[src/rtl/rb_pkg.sv]
// Shared types and helpers for the row-buffer write/read sequencer.
// Holds the FSM encoding, data width and the small arithmetic helpers.
package rb_pkg;

    typedef enum logic [1:0] {
        IDLE   = 2'd0,
        FILL   = 2'd1,
        STREAM = 2'd2,
        DONE   = 2'd3
    } state_e;

    localparam int DATA_W = 32;

    // Minimum width is 1 so that single-entry counters still get a real bit.
    function automatic int clog2(input int value);
        int w;
        for (w = 1; (1 << w) < value; w++) begin
        end
        return w;
    endfunction

    localparam int ROWS_DEF = 256;
    localparam int ROW_W    = clog2(ROWS_DEF);

    // (a - b) mod m for 0 <= a < m and 0 <= b <= m; avoids a divider.
    function automatic int mod_sub(input int a, input int b, input int m);
        int r;
        r = a - b;
        if (r < 0) begin
            r = r + m;
        end
        return r;
    endfunction

endpackage

[src/rtl/rb_addr_gen.sv]
// Column/row/BRAM-select counters for the row buffer, with explicit wrap.
// clr_i restarts at the origin; clr_i together with adv_i consumes the origin slot.
module rb_addr_gen
    import rb_pkg::*;
#(
    parameter int BRAMS      = 4,
    parameter int BRAM_ADDR  = 2,
    parameter int DEPTH_ADDR = 8,
    parameter int ROW_WORDS  = 256,
    parameter int ROWS       = 256
) (
    input  logic                     clk,
    input  logic                     rst_n,
    input  logic                     clr_i,
    input  logic                     adv_i,
    output logic [DEPTH_ADDR-1:0]    col_o,
    output logic [clog2(ROWS)-1:0]   row_o,
    output logic [BRAM_ADDR-1:0]     sel_o,
    output logic                     eol_o,
    output logic                     eof_o
);

    localparam int RW = clog2(ROWS);
    localparam logic [DEPTH_ADDR-1:0] COL_LAST = DEPTH_ADDR'(ROW_WORDS - 1);
    localparam logic [RW-1:0]         ROW_LAST = RW'(ROWS - 1);
    localparam logic [BRAM_ADDR-1:0]  SEL_LAST = BRAM_ADDR'(BRAMS - 1);

    logic [DEPTH_ADDR-1:0] col_q, col_d, col_b;
    logic [RW-1:0]         row_q, row_d, row_b;
    logic [BRAM_ADDR-1:0]  sel_q, sel_d, sel_b;

    always_comb begin
        col_b = clr_i ? '0 : col_q;
        row_b = clr_i ? '0 : row_q;
        sel_b = clr_i ? '0 : sel_q;
        col_d = col_b;
        row_d = row_b;
        sel_d = sel_b;
        if (adv_i) begin
            if (col_b == COL_LAST) begin
                col_d = '0;
                row_d = row_b + 1'b1;
                // BRAMS need not be a power of two, so wrap explicitly.
                sel_d = (sel_b == SEL_LAST) ? '0 : sel_b + 1'b1;
            end else begin
                col_d = col_b + 1'b1;
            end
        end
    end

    always_ff @(posedge clk or negedge rst_n) begin
        if (!rst_n) begin
            col_q <= '0;
            row_q <= '0;
            sel_q <= '0;
        end else begin
            col_q <= col_d;
            row_q <= row_d;
            sel_q <= sel_d;
        end
    end

    assign col_o = col_q;
    assign row_o = row_q;
    assign sel_o = sel_q;
    assign eol_o = (col_q == COL_LAST);
    assign eof_o = (col_q == COL_LAST) && (row_q == ROW_LAST);

endmodule

[src/rtl/rb_ctrl.sv]
// Row-buffer BRAM write/read sequencer: writes rows round-robin into BRAMs and,
// once KERNEL-1 rows are held, reads the same column of all BRAMs per new word.
module rb_ctrl
    import rb_pkg::*;
#(
    parameter int BRAMS      = 4,
    parameter int BRAM_ADDR  = 2,
    parameter int DEPTH_ADDR = 8,
    parameter int ROW_WORDS  = 256,
    parameter int ROWS       = 256,
    parameter int KERNEL     = 3
) (
    input  logic                    clk,
    input  logic                    rst_n,
    input  logic                    in_valid,
    output logic                    in_ready,
    input  logic                    in_sof,
    input  logic [DATA_W-1:0]       in_data,
    output logic                    wr_en,
    output logic [BRAM_ADDR-1:0]    wr_sel,
    output logic [DEPTH_ADDR-1:0]   wr_addr,
    output logic [DATA_W-1:0]       wr_data,
    output logic                    rd_en,
    output logic [DEPTH_ADDR-1:0]   rd_addr,
    output logic                    out_valid,
    output logic [DEPTH_ADDR-1:0]   out_col,
    output logic [clog2(ROWS)-1:0]  out_row,
    output logic [BRAM_ADDR-1:0]    out_base_sel,
    output logic [DATA_W-1:0]       out_cur_data,
    output logic                    out_eol,
    output logic                    out_eof,
    output logic                    sof_err
);

    localparam int RW = clog2(ROWS);
    localparam logic [RW-1:0] LAST_FILL_ROW = RW'(KERNEL - 2);

    state_e                state_q;
    logic                  in_ready_q;

    logic [DEPTH_ADDR-1:0] col;
    logic [RW-1:0]         row;
    logic [BRAM_ADDR-1:0]  sel;
    logic                  eol;
    logic                  eof;
    logic [BRAM_ADDR-1:0]  base_sel;

    logic accept;
    logic sof_beat;
    logic wr_beat;
    logic rd_beat;
    logic cnt_clr;

    logic                  out_valid_q;
    logic [DEPTH_ADDR-1:0] out_col_q;
    logic [RW-1:0]         out_row_q;
    logic [BRAM_ADDR-1:0]  out_base_sel_q;
    logic [DATA_W-1:0]     out_cur_data_q;
    logic                  out_eol_q;
    logic                  out_eof_q;
    logic                  sof_err_q;

    // in_ready is low only in DONE, so a DONE-state beat is never accepted.
    assign accept   = in_valid && in_ready_q;
    assign sof_beat = accept && in_sof;
    assign wr_beat  = accept && ((state_q != IDLE) || in_sof);
    assign rd_beat  = accept && (state_q == STREAM) && !in_sof;
    assign cnt_clr  = sof_beat || (state_q == DONE);

    assign base_sel = BRAM_ADDR'(mod_sub(int'(sel), KERNEL - 1, BRAMS));

    rb_addr_gen #(
        .BRAMS      (BRAMS),
        .BRAM_ADDR  (BRAM_ADDR),
        .DEPTH_ADDR (DEPTH_ADDR),
        .ROW_WORDS  (ROW_WORDS),
        .ROWS       (ROWS)
    ) u_addr_gen (
        .clk    (clk),
        .rst_n  (rst_n),
        .clr_i  (cnt_clr),
        .adv_i  (wr_beat),
        .col_o  (col),
        .row_o  (row),
        .sel_o  (sel),
        .eol_o  (eol),
        .eof_o  (eof)
    );

    // Strobes are gated by rst_n so they drop the instant reset asserts.
    assign wr_en   = wr_beat && rst_n;
    assign wr_sel  = sof_beat ? '0 : sel;
    assign wr_addr = sof_beat ? '0 : col;
    assign wr_data = in_data;
    assign rd_en   = rd_beat && rst_n;
    assign rd_addr = col;

    always_ff @(posedge clk or negedge rst_n) begin
        if (!rst_n) begin
            state_q        <= IDLE;
            in_ready_q     <= 1'b1;
            out_valid_q    <= 1'b0;
            out_col_q      <= '0;
            out_row_q      <= '0;
            out_base_sel_q <= '0;
            out_cur_data_q <= '0;
            out_eol_q      <= 1'b0;
            out_eof_q      <= 1'b0;
            sof_err_q      <= 1'b0;
        end else begin
            sof_err_q      <= sof_beat && (state_q != IDLE);
            out_valid_q    <= rd_beat;
            out_col_q      <= rd_beat ? col      : '0;
            out_row_q      <= rd_beat ? row      : '0;
            out_base_sel_q <= rd_beat ? base_sel : '0;
            out_cur_data_q <= rd_beat ? in_data  : '0;
            out_eol_q      <= rd_beat && eol;
            out_eof_q      <= rd_beat && eof;
            unique case (state_q)
                IDLE: begin
                    if (sof_beat) begin
                        state_q <= FILL;
                    end
                end
                FILL: begin
                    if (!sof_beat && wr_beat && eol && (row == LAST_FILL_ROW)) begin
                        state_q <= STREAM;
                    end
                end
                STREAM: begin
                    if (sof_beat) begin
                        state_q <= FILL;
                    end else if (rd_beat && eof) begin
                        state_q    <= DONE;
                        in_ready_q <= 1'b0;
                    end
                end
                DONE: begin
                    state_q    <= IDLE;
                    in_ready_q <= 1'b1;
                end
                default: begin
                    state_q    <= IDLE;
                    in_ready_q <= 1'b1;
                end
            endcase
        end
    end

    assign in_ready     = in_ready_q;
    assign out_valid    = out_valid_q;
    assign out_col      = out_col_q;
    assign out_row      = out_row_q;
    assign out_base_sel = out_base_sel_q;
    assign out_cur_data = out_cur_data_q;
    assign out_eol      = out_eol_q;
    assign out_eof      = out_eof_q;
    assign sof_err      = sof_err_q;

endmodule

[config.mk]
export PLATFORM = sky130hd
export DESIGN_NAME = rb_ctrl
export DESIGN_NICKNAME = d
export VERILOG_FILES = /design/src/rtl/rb_pkg.sv /design/src/rtl/rb_addr_gen.sv /design/src/rtl/rb_ctrl.sv
export SDC_FILE = /design/constraint.sdc
export NUM_CORES = 1
export LEC_CHECK = 0
export BUFFER_PORTS_ARGS = -buffer_cell sky130_fd_sc_hd__buf_4
export CAP_MARGIN = 20
export CORE_ASPECT_RATIO = 2
export CORE_MARGIN = 2
export CORE_UTILIZATION = 30
export DETAILED_ROUTE_END_ITERATION = 8
export GPL_ROUTABILITY_DRIVEN = 0
export SLEW_MARGIN = 20
export SYNTH_ARGS = -nofsm -noshare
export SYNTH_HDL_FRONTEND = slang
export SYNTH_SLANG_ARGS = --single-unit
[constraint.sdc]
create_clock -name clk -period 2.1 [get_ports clk]
set_clock_uncertainty 0.1 [all_clocks]
set_input_delay 0.21 -clock clk [delete_from_list [all_inputs] [get_ports clk]]
set_output_delay 0.21 -clock clk [all_outputs]
set_load 0.02 [all_outputs]
Word-level counts from Yosys, hierarchy flattened
Cells that the tools add are included.
{"block": "op_classes", "add_sub_neg": 5, "n_lt_le_gt_ge": 1, "n_eq_ne": 13, "mux": 25, "n_reduce_logical": 23}
{"operator": "8-bit 2-to-1 mux", "count": 9}
{"operator": "32-bit 2-to-1 mux", "count": 1}
{"operator": "8-bit == test, second input constant", "count": 3}
{"operator": "2-bit 2-to-1 mux", "count": 11}
{"operator": "8-bit by 1-bit adder with 8-bit output, second input constant", "count": 2}
{"operator": "1-bit logical AND", "count": 14}
{"operator": "8-bit by 1-bit == test with 1-bit output, second input constant", "count": 1}
{"operator": "2-bit case mux with 4 select lines", "count": 1}
{"operator": "2-bit == test, second input constant", "count": 3}
{"operator": "2-bit inequality test, second input constant", "count": 3}
{"operator": "3-bit AND reduction", "count": 2}
{"operator": "2-bit by 1-bit adder with 2-bit output, second input constant", "count": 2}
{"operator": "2-bit nonzero test", "count": 2}
{"operator": "3-bit by 1-bit less-than comparator with 1-bit output, second input constant", "count": 1}
{"operator": "3-bit by 2-bit inequality test with 1-bit output, second input constant", "count": 1}
{"operator": "2-bit by 2-bit subtractor with 3-bit output, second input constant", "count": 1}
{"operator": "2-bit by 1-bit == test with 1-bit output, second input constant", "count": 1}
{"operator": "1-bit zero test", "count": 2}
{"operator": "2-bit zero test", "count": 1}
{"operator": "1-bit logical OR", "count": 2}
{"operator": "1-bit 2-to-1 mux", "count": 2}
{"operator": "2-bit by 1-bit inequality test with 1-bit output, second input constant", "count": 1}
{"operator": "1-bit case mux with 2 select lines", "count": 1}
{"block": "word_totals", "register_bits": 75, "in_bits": 36, "elab_cells": 80}

Logic depth before layout (Yosys ltp)
Gate-level depths: netlist (run 1).
{"block": "logic_depth", "word_depth": 8, "mapped_depth": 8, "ltp_nobuf": 7}

Modules after synthesis
Synthesis (run 1) repeated with hierarchy kept, for this count alone.
{"block": "hier_totals", "cells_unflattened": 272, "hier_area_um2": 3201.8}
{"mod": "rb_ctrl", "n_inst": 1, "cells_each": 179, "area_each_um2": 2227.1, "seq_area_each_um2": 1427.6}
{"mod": "rb_addr_gen", "n_inst": 1, "cells_each": 93, "area_each_um2": 974.7, "seq_area_each_um2": 450.4}

Worst setup path before layout (run 1)
OpenSTA, ideal clock, no wires.
{"block": "synth_timing", "kind": "register -> register", "from": "register state_q[0]", "to": "register u_addr_gen.row_q[1] (netlist: u_addr_gen.row_o[1])", "setup_time_ps": 125, "arrival_time_ps": 2055, "required_ps": 1875, "slack_ps": -179, "stages_incl_launch_ff": 9, "path_buffers": 1, "period_less_slack_ps": 2279, "cell_sequence": "dfrtp_1 -> buf_4 -> a32oi_1 -> and2_1 -> ha_1 -> and3_1 -> nand3_1 -> nor2_1 -> mux2_2"}
{"block": "synth_between", "elab_chain_len": 6, "elab_cells_between_ends": 11}
{"item": "start, declared", "line_no": "rb_ctrl.sv:38", "rtl": "state_e state_q;"}
{"item": "start signal, assigned", "line_no": "rb_ctrl.sv:100", "rtl": "state_q <= IDLE;"}
{"item": "start signal, assigned", "line_no": "rb_ctrl.sv:122", "rtl": "state_q <= FILL;"}
{"item": "start signal, assigned", "line_no": "rb_ctrl.sv:127", "rtl": "state_q <= STREAM;"}
{"item": "2-bit == test", "line_no": "rb_ctrl.sv:68", "rtl": "assign cnt_clr = sof_beat || (state_q == DONE);"}
{"item": "1-bit logical OR", "line_no": "rb_ctrl.sv:68"}
{"item": "8-bit 2-to-1 mux, on equally long branches", "line_no": "rb_addr_gen.sv:34, rb_addr_gen.sv:33"}
{"item": "8-bit by 1-bit adder with 8-bit output / 8-bit == test (equally long branches)", "line_no": "rb_addr_gen.sv:42, rb_addr_gen.sv:40"}
{"item": "8-bit 2-to-1 mux", "line_no": "rb_addr_gen.sv:40", "rtl": "if (col_b == COL_LAST) begin"}
{"item": "8-bit 2-to-1 mux (*)", "line_no": "rb_addr_gen.sv:39", "rtl": "if (adv_i) begin"}
{"item": "via u_addr_gen.row_d[1]", "line_no": "rb_addr_gen.sv:29", "rtl": "logic [RW-1:0] row_q, row_d, row_b;"}
{"item": "end signal, assigned", "line_no": "rb_addr_gen.sv:58", "rtl": "row_q <= row_d;"}
{"item": "end, declared", "line_no": "rb_addr_gen.sv:29"}
The timed path passes the listed nets; every way through them passes the cells marked *.
A chain may end at the register's enable or synchronous reset.

Worst setup path after layout (run 1)
{"block": "layout_timing", "from": "register in_ready_q (netlist: in_ready)", "to": "register u_addr_gen.row_q[5] (netlist: u_addr_gen.row_o[5])"}
{"block": "layout_between", "elab_chain_len": 7, "elab_cells_between_ends": 10}
{"item": "start, declared", "line_no": "rb_ctrl.sv:39", "rtl": "logic in_ready_q;"}
{"item": "start signal, assigned", "line_no": "rb_ctrl.sv:101", "rtl": "in_ready_q <= 1'b1;"}
{"item": "start signal, assigned", "line_no": "rb_ctrl.sv:135", "rtl": "in_ready_q <= 1'b0;"}
{"item": "start signal, assigned", "line_no": "rb_ctrl.sv:140", "rtl": "in_ready_q <= 1'b1;"}
{"item": "1-bit logical AND (*)", "line_no": "rb_ctrl.sv:64", "rtl": "assign accept = in_valid && in_ready_q;"}
{"item": "1-bit logical AND", "line_no": "rb_ctrl.sv:65", "rtl": "assign sof_beat = accept && in_sof;"}
{"item": "1-bit logical OR", "line_no": "rb_ctrl.sv:68"}
{"item": "8-bit 2-to-1 mux, on equally long branches", "line_no": "rb_addr_gen.sv:34, rb_addr_gen.sv:33"}
{"item": "8-bit by 1-bit adder with 8-bit output / 8-bit == test (equally long branches)", "line_no": "rb_addr_gen.sv:42, rb_addr_gen.sv:40"}
{"item": "8-bit 2-to-1 mux", "line_no": "rb_addr_gen.sv:40"}
{"item": "8-bit 2-to-1 mux (*)", "line_no": "rb_addr_gen.sv:39"}
{"item": "via u_addr_gen.row_d[5]", "line_no": "rb_addr_gen.sv:29"}
Marks and branches as above.

==> results by stage, run 1 <==
Outcome:
- The flow ran to the end, but the final reports show violations.
- The final reports fail on negative setup slack.

Worst hold path:
- The hold path startpoint is in_data[4].
- The worst min-delay path category is in -> reg.
- The worst hold path terminates at out_cur_data[4].
- The worst hold path passes through 2 cells.

GRT:
- The via count of the first global-routing pass came to 2649.
- The total congestion overflow is 0.
- The total global-route track usage is 14.5%.
- The first-pass GRT wire length is 12900 um.
- Entering global routing, the biggest net connects 41 pins.
- The initial antenna violation count was 0.

Setup path:
- In this design, the largest share of critical-path delay is due to simple AND/OR/NAND/NOR gates.
- The startpoint identified for the worst register-to-register timing path is in_ready.
- For the worst flop-to-flop path, the logic depth is 7.
- The cell type of the slowest stage on the worst timing path is or4_4.
- Of all nets on the critical path, the largest fanout is 4.
- The data arrival time of the critical path is 2.28 ns.
- The data required time of the critical path is 2.26 ns.
- The worst setup path is of the reg -> reg kind.
- The worst setup path is captured at a flop.
- In this run the register-to-register setup slack is -0.02 ns.
- The largest single stage delay on the critical path is 0.53 ns.
- The startpoint class of the critical path is a flop.
- The critical path contains buffers and inverters numbering 0 combined.
- The worst register-to-register path ends at u_addr_gen.row_o[5].
- The signal on the critical path passes through a32oi_4 -> and2_4 -> ha_4 -> and3_4 -> nand2_2 -> or4_4 -> a21oi_2.

Synth:
- The share of synthesized area occupied by flip-flops and latches is 58.7%.
- In the post-synthesis netlist, the biggest area contributors are dfrtp_1 58%, and2_1 13%, buf_4 8.0%.
- In this run the biggest area consumer among cell types represents 57.8% of the synthesized area.
- The mean post-synth cell area is 11.5 um^2.
- The net count of the mapped netlist is 317.
- The post-synthesis cell area is 3200 um^2.
- Yosys printed 0 warnings.
- The number of cells produced by synthesis is 279.
- The register bit count reported by yosys is 75.
- The number of distinct library cells after synthesis is 37.
- The cell type with the largest total area after synthesis is dfrtp_1.

Detailed routing:
- The overall via count from detail_route is 2625.
- The violation count after the first detailed-route iteration is 148.
- The antenna violation net count after detailed routing is 0.
- The per-cell routed wire length is 14.3 um.
- The number of optimization iterations in the first detailed-route pass is 4.
- After detailed routing, the total wire length is 8370 um.
- The DRC violation count after routing is 0.
- The via count normalized by instance count is 4.47.

Timing:
- The hold violation count in the final report was 0.
- Setup repair after global routing could not meet its margin everywhere.
- Summed over all failing endpoints, the final setup total negative slack is -0.0473 ns.
- The part of the cycle the worst path needs is 101%.
- The final worst-path setup slack is -0.0214 ns.
- For the pin with the worst max-slew slack, the measured transition is 0.585 ns.
- The smallest clock period supported by the final layout is computed as 2.12 ns.
- The normalized max-slew margin is 60.8%.
- The final number of max-transition violations came to 0.
- Derived from the worst setup path, the maximum achievable clock frequency is 0.471 GHz.
- Setup violations remaining at the end of the flow were counted as 3.

Floorplanning:
- The region available for standard cell placement spans 10500 um^2.
- The row count is 53.
- The width of the die is 77.1 um.
- The die area is 11600 um^2.
- In this run the vertical extent of the chip is 150 um.
- For this configuration, the core starts out at a cell density of 30.6%.
- For this design the top-level I/O count stands at 143.

Run:
- The max-cap check violation count is 0.

Clock tree:
- The clock root buffer is clkbuf_16.
- The tree built by TritonCTS fans out to 75 sinks.
- TritonCTS built the clock tree.
- The post-CTS clock slew at the launch and capture registers of the worst setup and hold paths is 0.06 ns.
- At the later pin of the worst-skew pair, clock insertion delay measures 0.34 ns.
- The longest clock path from root to sink contains 2 buffers.
- The number of clock buffers added by TritonCTS is 9.
- The maximum level of the CTS H-tree is 3.

Pwr:
- Per report_power, the sequential group accounts for 42.6% of the total.
- In this run the power spent charging and discharging nets is 0.760 mW.
- In this run, the combinational gates consume 6.8% of the power.
- Net switching is 22.4% of the power.
- The power density over the cells is 668 nW/um^2.
- The worst vdd rail ir drop is 0.419 mV.
- The internal power component is 2.63 mW.
- For this design the static power due to leakage is 2.62 nW.
- The clock network is responsible for 50.6% of the overall power.

Placement:
- Once placement finished, the instance area stood at 4310 um^2.
- Once detailed placement completed, the half-perimeter wirelength came to 6010 um.
- The number of port buffers is 142.

Layout:
- The fraction of layout cells with a size suffix above 1 is 44.7%.
- The total inserted antenna cells is 0.
- The number of nets in the layout is 483.
- Compared with the post-synthesis result, the final layout area differs by 58.5%.
- After routing the design area is 5080 um^2.
- After filler insertion, the fill cell instance count of the layout stands at 1000.
synth_stat cells:
cell and instances:
nor3_1 3, nor2b_1 1, nand4_1 5, nand3_1 8, mux2i_1 1, a21oi_1 3
xor2_2 1, and2_1 68, or3_1 1, xnor2_1 6, and3b_1 1, or4b_2 1
o2111ai_1 1, dfrtp_1 74, buf_4 34, o31ai_1 3, a32oi_1 1, inv_1 5
buf_6 2, dfstp_2 1, a22o_1 3, nand2_1 16, o311a_1 1, nor4_1 1
clkbuf_1 7, nor2_1 6, mux2_2 1, o21ai_0 2, and3_1 4, nor3b_1 3
o211ai_1 2, and4_1 2, buf_2 1, xor2_1 4, or4_1 3, a311o_1 1
ha_1 2
placed cells by master, fill, tap and decap left out, drive strengths merged, types with 2 or more instances in the layout:
cell type	Yosys	routed
nand3	8	8
dlygate4sd3	0	32
nand2	16	16
a22o	3	3
and3	4	4
o211ai	2	2
dfrtp	74	74
nand4	5	5
inv	5	9
bufinv	0	2
nor2	6	6
and2	68	68
clkbuf	7	9
and4	2	2
xnor2	6	6
ha	2	2
a21oi	3	3
or4	3	3
o21ai	2	2
nor3b	3	3
xor2	5	5
o31ai	3	3
buf	37	167
nor3	3	3
repair_timing:
action | 4_1_cts | 5_1_grt
gates resized for setup | 5 | 4
setup buffers | 1 | 7
hold buffers | 32 | 0
hold endpoints to repair | 104 | 0
pin swaps | 1 | 0
setup endpoints to repair | 5 | 5
logic make-up (layout without fill, tap and decap cells):
| kind of cell | Yosys count | count (layout) | share of synthesized area (%) |
|---|---|---|---|
| simple gates | 123 | 123 | 22.5 |
| flops | 75 | 75 | 58.7 |
| buf+inv | 49 | 220 | 10.2 |
| compound gates | 17 | 17 | 3.95 |
| xor+xnor | 11 | 11 | 3.24 |
| fa+ha+maj | 2 | 2 | 0.781 |
| mux | 2 | 2 | 0.664 |
state kept, by name, summed over array words and instances (netlist names):
register	count
out_cur_data	32
u_addr_gen.row_o	8
in_ready	1
out_valid	1
sof_err	1
out_col	8
u_addr_gen.col_o	8
state_q	2
out_base_sel	2
out_eol	1
out_eof	1
out_row	8
u_addr_gen.sel_o	2
per-stage QoR:
step                      power [mW]  utilization, %  instances  hold WS [ns]  worst slack, ns
after floorplan                 1.56               -        279        -0.186           0.0161
after global placement          1.66            41.2        531       -0.0531           0.0658
after detailed placement        1.66            41.2        531       -0.0512          -0.0128
after CTS                       3.45            47.7        580       0.00378          -0.0253
after global routing            3.53            48.4        587       0.00244          -0.0978
final                           3.39            48.4        587        0.0111          -0.0214
power by group through the flow:
stage | clock network (mW) | registers [mW] | logic [mW]
3_3_place_gp | 0 | 1.47 | 0.184
3_5_place_dp | 0 | 1.47 | 0.186
4_1_cts | 1.77 | 1.44 | 0.235
2_1_floorplan | 0 | 1.47 | 0.0902
6_report | 1.72 | 1.44 | 0.232
5_1_grt | 1.84 | 1.44 | 0.250
worst reg2reg max path, stage by stage (launching register included):
cell	delay, ns
dfstp_2	0.38
a32oi_4	0.25
and2_4	0.21
ha_4	0.15
and3_4	0.22
nand2_2	0.08
or4_4	0.53
a21oi_2	0.12
worst max path at each step:
| stage | to | startpoint | cells past startpoint |
|---|---|---|---|
| final | u_addr_gen.row_o[5] | in_ready | 7 |
| after global routing | u_addr_gen.row_o[6] | state_q[0] | 7 |
| after CTS | u_addr_gen.row_o[6] | state_q[0] | 7 |
| after detailed placement | u_addr_gen.row_o[6] | state_q[0] | 7 |
| after global placement | u_addr_gen.row_o[6] | state_q[0] | 7 |
| after floorplan | u_addr_gen.row_o[4] | state_q[0] | 8 |
cell type report:
type / count / area, um^2 / share of cell area (%)
inverters: 5 / 18.8 / 0.370
well taps: 137 / 171 / 3.38
flip-flops and latches: 75 / 1880 / 37.0
clock buffers: 9 / 225 / 4.44
clock inverters: 7 / 108 / 2.12
repair buffers: 199 / 1590 / 31.4
multi-input cells: 155 / 1080 / 21.3
per-layer routing:
| layer | share of wire (%) | track usage [%] |
|---|---|---|
| met2 | 59 | 26.7 |
| met1 | 33 | 14.9 |
| met5 | 0 | 0 |
| met3 | 4.8 | 2.58 |
| met4 | 2.8 | 9.29 |
Power figures use the tool's default switching activity.
==> run 2: changes to the inputs <==
--- a/config.mk
+++ b/config.mk
@@ -10,6 +10,7 @@
 export CORE_ASPECT_RATIO = 2
 export CORE_MARGIN = 2
 export CORE_UTILIZATION = 30
+export CTS_CLUSTER_SIZE = 12
 export DETAILED_ROUTE_END_ITERATION = 8
 export GPL_ROUTABILITY_DRIVEN = 0
 export SLEW_MARGIN = 20
==> constraint.sdc (replaced) <==
create_clock -name clk -period 2.1 [get_ports clk]
set_clock_uncertainty 0.1 [all_clocks]
set_input_delay 0.21 -clock clk [delete_from_list [all_inputs] [get_ports clk]]
set_output_delay 0.21 -clock clk [all_outputs]
set_load 0.1 [all_outputs]
==> run 2 against run 1 <==
The flow still finishes with violations (negative setup slack). Largest power group unchanged. Power rose by 4.1%. Critical path type is now reg -> out. Clock power fell by 4%. Worst setup slack got worse by 0.051 ns. Die area did not move. Largest cell class unchanged.
==> results by stage, run 2 (same netlist as run 1, synthesis figures left out) <==
Outcome:
- The flow ran to the end, but the final reports show violations.
- The final reports fail on negative setup slack.

Layout:
- The number of antenna diodes in the final layout is 0.
- The synthesis-to-layout area growth is 61.9%.
- In the layout the commonest cells are 152 x buf_4, 72 x dfrtp_1, 56 x and2_1.
- The register with the most flip-flops in the layout has 32 of them.
- Leaving out fill and tap cells, the most frequent cell in the layout is buf_4.
- The number of nets in the layout is 484.
- The post-route netlist has 47.2% of its cells at a drive strength greater than 1.
- The number of standard cells in the layout, taps in and fillers out is 588.

Setup path:
- The largest driver fanout on the critical path is 6.
- The capturing point of the worst reg2reg path is u_addr_gen.row_o[6].
- The startpoint identified for the worst register-to-register timing path is in_ready.
- In this run the worst setup path terminates at rd_en.
- The startpoint class of the critical path is a flop.
- In this run the worst setup path begins at in_ready.
- The type of the worst setup path is reg -> out.
- The critical path endpoint category is a primary output.
- The data arrival time of the critical path is 1.86 ns.
- The worst register-to-register path has a depth of 7.
- The data required time of the critical path is 1.79 ns.
- The register-to-register setup slack is -0.05 ns.

Floorplanning:
- The die height is 150 um.
- After floorplanning, the core was divided into 53 placement rows.
- The count of boundary I/O pins is 143.
- Measured along the x axis, the die boundary spans 77.1 um.
- The die covers 11600 um^2.
- The region available for standard cell placement spans 10500 um^2.
- The initial utilization of the core area, before any placement, comes to 30.6%.

Run:
- Max-cap violations in this run came to 0.

GRT:
- The pin count of the biggest net entering global routing is 36.
- The via count of the first global-routing pass came to 2682.
- The first-pass GRT wire length is 13200 um.
- Global routing used 14.9% of the available tracks across all layers.
- The initial antenna violation count is 0.
- The total congestion overflow is 0.

Pwr:
- The internal power component is 2.62 mW.
- The worst vdd rail ir drop is 0.426 mV.
- Of the total power, combinational logic draws 12.2%.
- Summed over all nets, the switching power comes to 0.915 mW.
- In this run the static leakage power is 2.63 nW.
- The net switching share of the total power is 25.9%.
- The portion of total power attributed to the clock network is 46.8%.
- The power density over the cells is 681 nW/um^2.
- In this run, flip-flops and latches consume 40.9% of the power.

Detailed routing:
- The overall via count from detail_route is 2597.
- After detailed routing, the number of vias per cell comes to 4.42.
- For this run, design rule violations remaining after detail routing come to 0.
- The number of optimization iterations in the first detailed-route pass is 4.
- The violation count after the first detailed-route iteration is 122.
- The routed design has 8590 um of wire.
- In this run the remaining antenna-violating nets after routing total 0.
- The per-cell routed wire length is 14.6 um.

Worst hold path:
- The instance count along the most critical hold path is 3.
- The path class of the tightest hold or removal check is in -> reg.

Timing:
- The worst-margin pin slew is 0.480 ns.
- The total of endpoints with negative setup slack in the final report is 5.
- The hold violation count in the final report came to 0.
- The top achievable clock speed is 0.460 GHz.
- The normalized max-slew margin is 68.0%.
- Setup repair after global routing could not meet its margin everywhere.
- After layout, the worst setup slack is -0.0720 ns.
- The minimum clock period after layout is 2.17 ns.
- The part of the cycle the worst path needs is 103%.
- The final number of max-transition violations was 0.

Placement:
- Detailed placement finished with a half-perimeter wire length of 6050 um.
- The setup slack after placement is -0.0870 ns.
- The number of port buffers is 142.
- Including well taps, the total number of placed cells is 536.

Clock tree:
- The clock latency on the worst-skew pair is 0.33 ns.
- The TritonCTS sink count is 75.
- No sink is reached through more buffers than the 2 on the longest clock path.
- In this run, CTS created clock tree buffers numbering 9.
- The maximum level of the CTS H-tree is 3.
- TritonCTS built the clock tree.
- Clock-pin slew was measured on the worst setup and hold paths at 0.06 ns.
- In this run the clock root is driven by a clkbuf_16.
## run 2: cell types whose count changed in the layout (fill, tap and decap cells not counted), sizes merged
cell / previous run / this run
inv: 9 / 7
clkinvlp: 1 / 3
dlygate4sd3: 32 / 33
## run 2: final cells by class
class                      instances  area (um^2)
fill                            1008         5290
sequential                        75         1880
timing repair buffer             200         1670
multi-input combinational        155         1110
clock buffer                       9          225
tap                              137          171
clock inverter                     7          100
inverter                           5         18.8
## run 2: layer usage
layer / share of wire [%] / wire length [um] / track usage, %
met1: 34 / 2890 / 14.4
met2: 60 / 5140 / 29.6
met3: 4.8 / 414 / 3.24
met4: 1.7 / 146 / 6.52
met5: 0 / 0 / 0
## run 2: power groups by stage
stage	Combinational (mW)	Sequential [mW]	Clock, mW
2_1_floorplan	0.289	1.47	0
3_3_place_gp	0.381	1.47	0
3_5_place_dp	0.385	1.47	0
4_1_cts	0.433	1.44	1.72
5_1_grt	0.449	1.44	1.78
6_report	0.432	1.45	1.65
## run 2: worst min-delay path by stage
| stage | start | end | slack [ns] |
|---|---|---|---|
| 3_3_place_gp | rst_n | out_row[0] | -0.06 |
| 2_1_floorplan | rst_n | out_base_sel[0] | -0.19 |
| 6_report | in_sof | sof_err | 0.05 |
| 4_1_cts | in_data[24] | out_cur_data[24] | 0.0003 |
| 5_1_grt | in_sof | sof_err | 0.04 |
| 3_5_place_dp | rst_n | out_row[0] | -0.06 |
## run 2: what timing repair did
action,in CTS,in global routing
hold endpoints to repair,105,1
hold buffers,32,1
setup buffers,0,3
pin swaps,0,5
endpoints found under the setup margin,6,19
resized for setup,7,30
## run 2: per-stage QoR
stage / total power [mW] / hold WS (ns) / setup TNS, ns / area (um^2) / util [%]
final: 3.53 / 0.0463 / -0.228 / 5180 / 49.5
after global routing: 3.68 / 0.0408 / -0.744 / 5180 / 49.5
after CTS: 3.59 / 0.000338 / -0.345 / 5020 / 47.9
after detailed placement: 1.86 / -0.0638 / -0.234 / 4340 / 41.5
after global placement: 1.85 / -0.0641 / -0.0395 / 4340 / 41.5
after floorplan: 1.76 / -0.186 / -0.638 / 3250 / -
## run 2: worst max-delay path: stages, from the launching register on
cell and delay (ns):
dfstp_4 0.63, buf_4 0.14, and3b_2 0.22, and3_4 0.22, and2_4 0.16, buf_12 0.17
